<file path="config.mk">
export PLATFORM = sky130hd
export DESIGN_NAME = dmac_mch_cfg
export DESIGN_NICKNAME = d
export VERILOG_FILES = /design/src/rtl/dmac_cfg_pkg.sv /design/src/rtl/dmac_ch_regs.sv /design/src/rtl/dmac_mch_cfg.sv
export SDC_FILE = /design/constraint.sdc
export NUM_CORES = 1
export LEC_CHECK = 0
export CORE_AREA = 2 2 185 187
export CTS_BUF_LIST = sky130_fd_sc_hd__clkbuf_8
export CTS_CLUSTER_SIZE = 20
export DETAILED_ROUTE_END_ITERATION = 7
export DIE_AREA = 0 0 187 189
export HOLD_SLACK_MARGIN = 0.03
export PLACE_DENSITY = 0.9
export RECOVER_POWER = 100
export SETUP_SLACK_MARGIN = 0.15
export SYNTH_ARGS = -nofsm -noshare
export SYNTH_HDL_FRONTEND = slang
export SYNTH_SLANG_ARGS = --single-unit
</file>
<file path="constraint.sdc">
create_clock -name clk -period 2.8 [get_ports clk]
set_input_delay 0.28 -clock clk [delete_from_list [all_inputs] [get_ports clk]]
set_output_delay 0.28 -clock clk [all_outputs]
set_load 0.02 [all_outputs]
</file>
<file path="src/rtl/dmac_cfg_pkg.sv">
// Shared register map, reset constants and per-channel config type for the
// multi-channel DMA configuration block.
package dmac_cfg_pkg;

    localparam logic [11:0] VERSION_OFF  = 12'h000;
    localparam logic [11:0] IRQ_STAT_OFF = 12'h004;
    localparam logic [11:0] IRQ_EN_OFF   = 12'h008;
    localparam logic [11:0] CH_BASE      = 12'h100;
    localparam logic [11:0] CH_STRIDE    = 12'h020;

    localparam logic [4:0] SRC_OFF  = 5'h00;
    localparam logic [4:0] DST_OFF  = 5'h04;
    localparam logic [4:0] LEN_OFF  = 5'h08;
    localparam logic [4:0] CMD_OFF  = 5'h0C;
    localparam logic [4:0] STAT_OFF = 5'h10;

    localparam logic [31:0] VERSION_DEFAULT = 32'h0002_0101;

    typedef struct packed {
        logic [31:0] src;
        logic [31:0] dst;
        logic [31:0] len;
    } ch_cfg_t;

    function automatic logic ch_off_mapped(input logic [4:0] off);
        logic hit;
        case (off)
            SRC_OFF, DST_OFF, LEN_OFF, CMD_OFF, STAT_OFF: hit = 1'b1;
            default:                                      hit = 1'b0;
        endcase
        return hit;
    endfunction

endpackage

</file>
<file path="src/rtl/dmac_ch_regs.sv">
// One DMA channel's SRC/DST/LEN registers, busy flag and done edge detector.
// Write strobes arrive already qualified (decode, error and busy checks) by the top.
module dmac_ch_regs
    import dmac_cfg_pkg::*;
#(
    parameter int LEN_W = 16
) (
    input  logic             clk,
    input  logic             rst_n,
    input  logic             wr_src,
    input  logic             wr_dst,
    input  logic             wr_len,
    input  logic             wr_cmd,
    input  logic [31:0]      wdata,
    input  logic             done,
    input  logic [4:0]       roff,
    output logic [31:0]      src,
    output logic [31:0]      dst,
    output logic [LEN_W-1:0] len,
    output logic             busy,
    output logic             start,
    output logic             rise,
    output logic [31:0]      rdata
);

    // Upper length bits are never written, so the full field always reads back zero-extended.
    localparam logic [31:0] LEN_MASK = 32'hFFFF_FFFF >> (32 - LEN_W);

    ch_cfg_t cfg_r;
    logic    busy_r;
    logic    done_d_r;

    assign start = wr_cmd & wdata[0] & ~busy_r;
    assign rise  = done & ~done_d_r;
    assign src   = cfg_r.src;
    assign dst   = cfg_r.dst;
    assign len   = cfg_r.len[LEN_W-1:0];
    assign busy  = busy_r;

    // Config registers, busy tracking (start beats a coincident done) and done delay.
    always_ff @(posedge clk or negedge rst_n) begin
        if (!rst_n) begin
            cfg_r    <= '{src: 32'd0, dst: 32'd0, len: 32'd0};
            busy_r   <= 1'b0;
            done_d_r <= 1'b0;
        end else begin
            if (wr_src) cfg_r.src <= wdata;
            if (wr_dst) cfg_r.dst <= wdata;
            if (wr_len) cfg_r.len <= wdata & LEN_MASK;
            if (start) begin
                busy_r <= 1'b1;
            end else if (rise) begin
                busy_r <= 1'b0;
            end
            done_d_r <= done;
        end
    end

    // Channel-local read data; CMD is write-only and reads as zero.
    always_comb begin
        rdata = 32'd0;
        case (roff)
            SRC_OFF:  rdata = cfg_r.src;
            DST_OFF:  rdata = cfg_r.dst;
            LEN_OFF:  rdata = cfg_r.len;
            STAT_OFF: rdata = {30'd0, busy_r, done};
            default:  rdata = 32'd0;
        endcase
    end

endmodule

</file>
<file path="src/rtl/dmac_mch_cfg.sv">
// APB configuration/status block for an N_CH-channel DMA controller: address
// decode, error response, W1C interrupt status with enable mask and level IRQ.
module dmac_mch_cfg
    import dmac_cfg_pkg::*;
#(
    parameter int          N_CH    = 4,
    parameter int          LEN_W   = 16,
    parameter logic [31:0] VERSION = VERSION_DEFAULT
) (
    input  logic                  clk,
    input  logic                  rst_n,
    input  logic                  psel_i,
    input  logic                  penable_i,
    input  logic [11:0]           paddr_i,
    input  logic                  pwrite_i,
    input  logic [31:0]           pwdata_i,
    output logic                  pready_o,
    output logic [31:0]           prdata_o,
    output logic                  pslverr_o,
    output logic [N_CH*32-1:0]    src_addr_o,
    output logic [N_CH*32-1:0]    dst_addr_o,
    output logic [N_CH*LEN_W-1:0] byte_len_o,
    output logic [N_CH-1:0]       start_o,
    input  logic [N_CH-1:0]       done_i,
    output logic                  irq_o
);

    localparam int         CH_SHIFT = $clog2(int'(CH_STRIDE));
    localparam logic [3:0] N_CH_L   = 4'(N_CH);

    logic            acc_s, wren_s, rd_setup_s;
    logic [11:0]     ch_rel_s;
    logic [2:0]      ch_idx_s;
    logic [4:0]      ch_off_s;
    logic            in_ch_s, ch_valid_s;
    logic            hit_ver_s, hit_stat_s, hit_en_s, mapped_s, ro_s, prot_s;
    logic            sel_busy_s, err_s, wr_ok_s;
    logic [N_CH-1:0] wr_src_s, wr_dst_s, wr_len_s, wr_cmd_s, busy_s, rise_s;
    logic [31:0]     ch_rdata_s [N_CH];
    logic [31:0]     rd_mux_s;
    logic [N_CH-1:0] irq_stat_nxt_s, irq_en_nxt_s;
    logic [N_CH-1:0] irq_stat_r, irq_en_r;
    logic [31:0]     prdata_r;
    logic            irq_r;

    assign acc_s      = psel_i & penable_i;
    assign wren_s     = acc_s & pwrite_i;
    assign rd_setup_s = psel_i & ~penable_i & ~pwrite_i;

    // Address decode, APB error classification and per-channel write strobes.
    always_comb begin
        ch_rel_s   = paddr_i - CH_BASE;
        in_ch_s    = (paddr_i[11:8] == CH_BASE[11:8]);
        ch_idx_s   = 3'(ch_rel_s >> CH_SHIFT);
        ch_off_s   = ch_rel_s[4:0];
        ch_valid_s = in_ch_s && ({1'b0, ch_idx_s} < N_CH_L) && ch_off_mapped(ch_off_s);
        hit_ver_s  = (paddr_i == VERSION_OFF);
        hit_stat_s = (paddr_i == IRQ_STAT_OFF);
        hit_en_s   = (paddr_i == IRQ_EN_OFF);
        mapped_s   = hit_ver_s | hit_stat_s | hit_en_s | ch_valid_s;
        ro_s       = hit_ver_s | (ch_valid_s & (ch_off_s == STAT_OFF));
        prot_s     = ch_valid_s & ((ch_off_s == SRC_OFF) | (ch_off_s == DST_OFF) |
                     (ch_off_s == LEN_OFF) | ((ch_off_s == CMD_OFF) & pwdata_i[0]));
        sel_busy_s = 1'b0;
        for (int c = 0; c < N_CH; c++) begin
            if (ch_idx_s == 3'(c)) begin
                sel_busy_s = busy_s[c];
            end else begin
                sel_busy_s = sel_busy_s;
            end
        end
        err_s   = acc_s & (~mapped_s | (pwrite_i & ro_s) | (pwrite_i & prot_s & sel_busy_s));
        wr_ok_s = wren_s & ~err_s;
        for (int c = 0; c < N_CH; c++) begin
            wr_src_s[c] = wr_ok_s & ch_valid_s & (ch_idx_s == 3'(c)) & (ch_off_s == SRC_OFF);
            wr_dst_s[c] = wr_ok_s & ch_valid_s & (ch_idx_s == 3'(c)) & (ch_off_s == DST_OFF);
            wr_len_s[c] = wr_ok_s & ch_valid_s & (ch_idx_s == 3'(c)) & (ch_off_s == LEN_OFF);
            wr_cmd_s[c] = wr_ok_s & ch_valid_s & (ch_idx_s == 3'(c)) & (ch_off_s == CMD_OFF);
        end
    end

    for (genvar c = 0; c < N_CH; c++) begin : g_ch
        dmac_ch_regs #(.LEN_W(LEN_W)) u_ch (
            .clk    (clk),
            .rst_n  (rst_n),
            .wr_src (wr_src_s[c]),
            .wr_dst (wr_dst_s[c]),
            .wr_len (wr_len_s[c]),
            .wr_cmd (wr_cmd_s[c]),
            .wdata  (pwdata_i),
            .done   (done_i[c]),
            .roff   (ch_off_s),
            .src    (src_addr_o[c*32 +: 32]),
            .dst    (dst_addr_o[c*32 +: 32]),
            .len    (byte_len_o[c*LEN_W +: LEN_W]),
            .busy   (busy_s[c]),
            .start  (start_o[c]),
            .rise   (rise_s[c]),
            .rdata  (ch_rdata_s[c])
        );
    end

    // Read mux; anything unmapped returns zero.
    always_comb begin
        rd_mux_s = 32'd0;
        if (hit_ver_s) begin
            rd_mux_s = VERSION;
        end else if (hit_stat_s) begin
            rd_mux_s[N_CH-1:0] = irq_stat_r;
        end else if (hit_en_s) begin
            rd_mux_s[N_CH-1:0] = irq_en_r;
        end else if (ch_valid_s) begin
            for (int c = 0; c < N_CH; c++) begin
                if (ch_idx_s == 3'(c)) begin
                    rd_mux_s = ch_rdata_s[c];
                end else begin
                    rd_mux_s = rd_mux_s;
                end
            end
        end else begin
            rd_mux_s = 32'd0;
        end
    end

    // Interrupt next-state: a done rise overrides a same-cycle W1C of that bit.
    always_comb begin
        if (wr_ok_s && hit_stat_s) begin
            irq_stat_nxt_s = (irq_stat_r & ~pwdata_i[N_CH-1:0]) | rise_s;
        end else begin
            irq_stat_nxt_s = irq_stat_r | rise_s;
        end
        if (wr_ok_s && hit_en_s) begin
            irq_en_nxt_s = pwdata_i[N_CH-1:0];
        end else begin
            irq_en_nxt_s = irq_en_r;
        end
    end

    // Interrupt state, IRQ line and read data capture in the SETUP phase.
    always_ff @(posedge clk or negedge rst_n) begin
        if (!rst_n) begin
            irq_stat_r <= {N_CH{1'b0}};
            irq_en_r   <= {N_CH{1'b0}};
            irq_r      <= 1'b0;
            prdata_r   <= 32'd0;
        end else begin
            irq_stat_r <= irq_stat_nxt_s;
            irq_en_r   <= irq_en_nxt_s;
            irq_r      <= |(irq_stat_nxt_s & irq_en_nxt_s);
            if (rd_setup_s) begin
                prdata_r <= rd_mux_s;
            end
        end
    end

    assign pready_o  = 1'b1;
    assign pslverr_o = err_s;
    assign prdata_o  = prdata_r;
    assign irq_o     = irq_r;

endmodule
</file>
# Yosys cells after proc, flatten, opt, wreduce, memory -nomap -nowiden
# Cells that the tools add are included.
# classes
mul	0
n_shift	0
n_lt_le_gt_ge	1
add_sub_neg	1
n_reduce_logical	13
n_div	0
bitwise	71
muxes	29
n_eq_ne	10
# ops
op	n
$pmux W32 S4	4
$mux W32	6
$mux W28	2
$and A1 B1 Y1	45
$mux W4	4
$mux W1	13
$eq A12 B3 Y1 const B	1
$eq A12 B4 Y1 const B	1
$logic_not A12 Y1	1
$not A1 Y1	12
$eq A5 B4 Y1 const B	2
$or A1 B1 Y1	9
$and A4 B4 Y4	2
$or A4 B4 Y4	2
$reduce_bool A2 Y1	4
$sub A8 B1 Y8 const B	1
$eq A3 B2 Y1 const B	2
$eq A5 B3 Y1 const B	1
$eq A5 B5 Y1 const B	1
$logic_not A5 Y1	1
$reduce_or A5 Y1	1
$eq A4 B1 Y1 const B	1
$logic_and A1 B1 Y1	4
$not A4 Y4	1
other kinds (4)	4
# word_totals
latch_bits	0
register_bits	369
mem_count	0
inputBits	53
mem_bits_ro	0
ram_bits	0
out_inout_bits	359

# Logic depth before layout (Yosys ltp)
# logic_depth
ltp_word	19
depth_mapped	10

# By module
# Synthesis repeated with hierarchy kept, for this count alone.
# hier_totals
hier_cells	1339
area_unflattened_um2	17779.6
# by_module_without_submodules
module	area_each_um2	cells_per_inst	n_inst	seq_area_each_um2
dmac_ch_regs	3756.1	257	4	2052.0
dmac_mch_cfg	2755.1	311	1	1026.0

# Worst setup path after synthesis
# Ideal clock, no wire load.
# synth_path
kind	input-to-reg
start	input port paddr_i[6]
end	register irq_r, in the netlist irq_o
setup_slack_ps	649
cell_stages	7
path_buffers	1
arrival_ps	2018
setup_time_ps	134
cell_sequence	buf_2 nor3_4 nand3_1 nor4_2 mux2_2 a22oi_1 o211ai_1
# synth_between
elab_chain_len	16
elab_cells_between_ends	36
cone_classes	add/sub: 1; order compare: 1; eq/ne: 5; mux: 6; bitwise: 16; reduce/logical: 7
# synth_lines
item	line_no	text
start: declaration	dmac_mch_cfg.sv:14	input logic [11:0] paddr_i,
$sub A8 B1 Y8	dmac_mch_cfg.sv:52	ch_rel_s = paddr_i - CH_BASE;
$lt A3 B3 Y1	dmac_mch_cfg.sv:56	ch_valid_s = in_ch_s && ({1'b0, ch_idx_s} < N_CH_L) && ch_off_mapped(ch_off_s);
$logic_and A1 B1 Y1 (2 in a row)	dmac_mch_cfg.sv:56	
$and A1 B1 Y1	dmac_mch_cfg.sv:61	ro_s = hit_ver_s | (ch_valid_s & (ch_off_s == STAT_OFF));
$or A1 B1 Y1	dmac_mch_cfg.sv:61	
$and A1 B1 Y1	dmac_mch_cfg.sv:72	err_s = acc_s & (~mapped_s | (pwrite_i & ro_s) | (pwrite_i & prot_s & sel_busy_s));
$or A1 B1 Y1 (2 in a row)	dmac_mch_cfg.sv:72	
$and A1 B1 Y1	dmac_mch_cfg.sv:72	
$not A1 Y1	dmac_mch_cfg.sv:73	wr_ok_s = wren_s & ~err_s;
$and A1 B1 Y1	dmac_mch_cfg.sv:73	
$logic_and A1 B1 Y1 (*)	dmac_mch_cfg.sv:132	if (wr_ok_s && hit_en_s) begin
$mux W4 (*)	dmac_mch_cfg.sv:132	
via irq_en_nxt_s[1]	dmac_mch_cfg.sv:41	logic [N_CH-1:0] irq_stat_nxt_s, irq_en_nxt_s;
$and A4 B4 Y4 (*)	dmac_mch_cfg.sv:149	irq_r <= |(irq_stat_nxt_s & irq_en_nxt_s);
$reduce_or A4 Y1 (*)	dmac_mch_cfg.sv:149	
end signal: assignment	dmac_mch_cfg.sv:149	
end: declaration	dmac_mch_cfg.sv:44	logic irq_r;
# The timed path passes the listed nets; every way through them passes the cells marked *.
# A chain may end at the register's enable or synchronous reset.

# Worst setup path after layout
# layout_path
start	register g_ch[0].u_ch.busy_r
end	output port start_o[2]
# layout_between
elab_chain_len	14
# layout_lines
item	line_no	text
start: declaration	dmac_ch_regs.sv:30	logic busy_r;
start signal: assignment	dmac_ch_regs.sv:44	busy_r <= 1'b0;
start signal: assignment	dmac_ch_regs.sv:51	busy_r <= 1'b1;
start signal: assignment	dmac_ch_regs.sv:53	busy_r <= 1'b0;
$mux W1 (4 in a row)	dmac_mch_cfg.sv:66	if (ch_idx_s == 3'(c)) begin
$and A1 B1 Y1	dmac_mch_cfg.sv:72	
$or A1 B1 Y1	dmac_mch_cfg.sv:72	
$and A1 B1 Y1	dmac_mch_cfg.sv:72	
$not A1 Y1	dmac_mch_cfg.sv:73	
$and A1 B1 Y1	dmac_mch_cfg.sv:73	
$and A1 B1 Y1 (3 in a row)	dmac_mch_cfg.sv:78	wr_cmd_s[c] = wr_ok_s & ch_valid_s & (ch_idx_s == 3'(c)) & (ch_off_s == CMD_OFF);
$and A1 B1 Y1 (2 in a row)	dmac_ch_regs.sv:33	assign start = wr_cmd & wdata[0] & ~busy_r;
end: declaration	dmac_mch_cfg.sv:23	output logic [N_CH-1:0] start_o,
# Every way passes these cells.

==> run summary <==
status = completed
nets@finish = 1844
Reg-to-Reg End = g_ch[2].u_ch.dst[16]
GRT Util Overall = 0.337
CP Cell Sequence = mux4_2 > a31oi_4 > nand4_1 > buf_4 > nor3_1 > buf_4
Area contributors post-synth = dfrtp_1 54%, mux2_2 16%, mux2_1 3.6%, a22oi_1 2.9%, mux2_4 2.6%
Starting Density = 0.512
most numerous cell in the Yosys netlist = dfrtp_1
CTS root buffer = clkbuf_8
row count = 67
Wirelength per Cell = 26.6 µm
die area = 35300 µm²
CTS clk-pin slew, worst paths = 0.06 ns
area of the mapped netlist = 17000 µm²
Synth Flop Type = dfrtp_1
clk sink count = 369
Reg2Reg Setup Slack = 0.18 ns
CTS Buf Count = 59
CP endpoint kind = output port
total number of vias = 14200
crit path time final = 2.70 ns
Hold Path Class = input port to async pin
WS Path Type = flip-flop to output port
post-synthesis async set-or-reset flop share = 1.00
number of synthesized flops with an enable pin = 0
critical path launch point type = flip-flop
vias per std cell = 6.22
Mapped Cells = 1315
gp weighted congestion = 0.940
Max Cap Viol = 0
cell mode on critical path = buf_4
Distinct cells, synth = 63
Clock Path Buffers = 3
Hold WS = 0.278 ns
Residual DRC = 0
vias in the first global route = 14900
Buf+Inv Stages, Crit Path = 2
layout cell share with drive strength beyond 1 = 0.263
final hold violation count = 0
Worst-Margin Slew = 1.33 ns
final setup fails = 0
Die X = 187 µm
Antenna Diode Count = 0
Synth top cells by count = 369 x dfrtp_1, 240 x mux2_2, 65 x a22oi_1
post-route cell area = 23400 µm²
Final Max Slew Viols = 0
initial antenna violation count = 0
IO buf count = 410
Area Overhead vs Synth = 37.2%
Leakage = 12.2 nW
drt pass-1 iters = 6
CP startpoint = g_ch[0].u_ch.busy
Setup Skew = 0.0163 ns
crit path to = start_o[2]
first-pass GRT wire length = 91000 µm
setup TNS = 0 ns
Syn Nets = 1368
family with the most delay on the worst path = multiplexers
grt ovf = 0
relative slew slack = 0.113
Seq/Total Area, Yosys = 0.542
Power, Total = 0.0107 W
warnings from Yosys = 0
I/O pin cnt = 412
worst vdd ir = 0.395 mV
Die Y = 189 µm
reg2reg start = g_ch[0].u_ch.busy
Total Routed Length = 60800 µm
Critical Path Stages = 6
TritonCTS clock tree = built
CP required = 2.52 ns
Peak Freq = 0.371 GHz
R2R depth = 7
CP max stage cell = mux4_2
hpwl dp = 41800 µm
Critical Path AT = 2.42 ns
post-synth top area share = 0.542
worst-skew pair later-pin latency = 0.60 ns
Final Cycle Share = 0.963
core area = 33300 µm²
crit path max fanout = 4
Seq cells post-synth = 369
htree depth = 2
dpl cell area = 22500 µm²
Power Dens Cells = 456 nW/µm²
DRT antenna net count = 0
Synth area leader = dfrtp_1
Synth Area per Inst = 13.0 µm²
pin count of the biggest net entering global routing = 85
CP peak stage delay = 0.50 ns
RSZ-0062 raised after global routing = yes
DR iter-0 viols = 1212
-- cells in the final DEF, fill, tap and decap left out, types with 56 or more instances in the layout --
cell type	netlist	final
dfrtp_1	369	369
dlygate4sd3_1	0	359
mux2_2	240	237
clkbuf_8	0	78
mux2_1	54	74
a22oi_1	65	65
buf_4	13	62
nand2_1	61	61
o21ai_0	57	57
a21oi_1	56	56
-- metal layers --
layer  vias up  GRT usage  share of wire
met5         -          0              0
met4         0      0.226          0.071
met1      7102      0.409           0.36
met2       970      0.543           0.48
li1       5865          -              -
met3       285     0.0769          0.095
-- cells by family after synthesis --
group | Yosys count | share of synthesized area
compound gates | 300 | 0.121
buf+inv | 126 | 0.0391
other cells | 1 | 0.000220
fa+ha+maj | 1 | 0.000588
simple gates | 164 | 0.0581
mux | 354 | 0.239
flops | 369 | 0.542
-- timing repair --
action	in CTS	in global routing
endpoints found under the hold margin	75	0
pin swaps	0	0
gates resized for setup	23	4
setup buffers	2	0
endpoints found under the setup margin	5	5
hold buffers	1	0
-- worst register-to-register path, delay by kind of cell, from the launching register on --
family	cells	cell delay, ns
AND/OR/NAND/NOR	1	0.43
multiplexers	2	0.83
buffers and inverters	3	0.66
flip-flops	1	0.40
AO/OA/AOI/OAI	1	0.17
-- registers in the layout, summed over array words and instances, names as in the netlist --
name,cells
g_ch.u_ch.len,64
g_ch.u_ch.done_d_r,4
g_ch.u_ch.busy,4
prdata_o,32
irq_en_r,4
irq_o,1
g_ch.u_ch.src,128
irq_stat_r,4
g_ch.u_ch.dst,128
-- how the worst min path moves through the flow --
stage,slack (ns),from,depth (start not counted),endpoint
after CTS,0.17,done_i[0],1,g_ch[0].u_ch.done_d_r
after detailed placement,0.33,rst_n,1,g_ch[2].u_ch.src[12]
after global placement,0.32,rst_n,1,g_ch[2].u_ch.dst[12]
after global routing,0.30,done_i[0],1,g_ch[0].u_ch.done_d_r
after floorplan,-0.02,rst_n,0,g_ch[0].u_ch.busy
final,0.28,rst_n,2,g_ch[2].u_ch.src[12]
-- where the power goes --
group	leakage, nW	switching, W	internal (W)	total (W)
combinational	6.35	0.000424	0.000194	0.000618
clock	0.705	0.00219	0.00249	0.00468
sequential	5.12	0.00000627	0.00534	0.00535
total	12.2	0.00262	0.00803	0.0107
-- area by class of cell --
cell class | instances | area, µm²
clock inverter | 31 | 145
inverter | 10 | 37.5
multi-input combinational | 820 | 6960
sequential | 369 | 9230
fill | 2225 | 9910
timing repair buffer | 531 | 5360
tap | 448 | 561
clock buffer | 78 | 1070
-- per-stage QoR --
stage	setup slack (ns)	util	instances
after floorplan	0.649	-	1315
after detailed placement	-0.251	0.677	2175
after CTS	0.0805	0.714	2287
final	0.102	0.702	2287
after global placement	-0.210	0.677	2175
after global routing	0.0460	0.702	2287
Power figures use the tool's default switching activity.
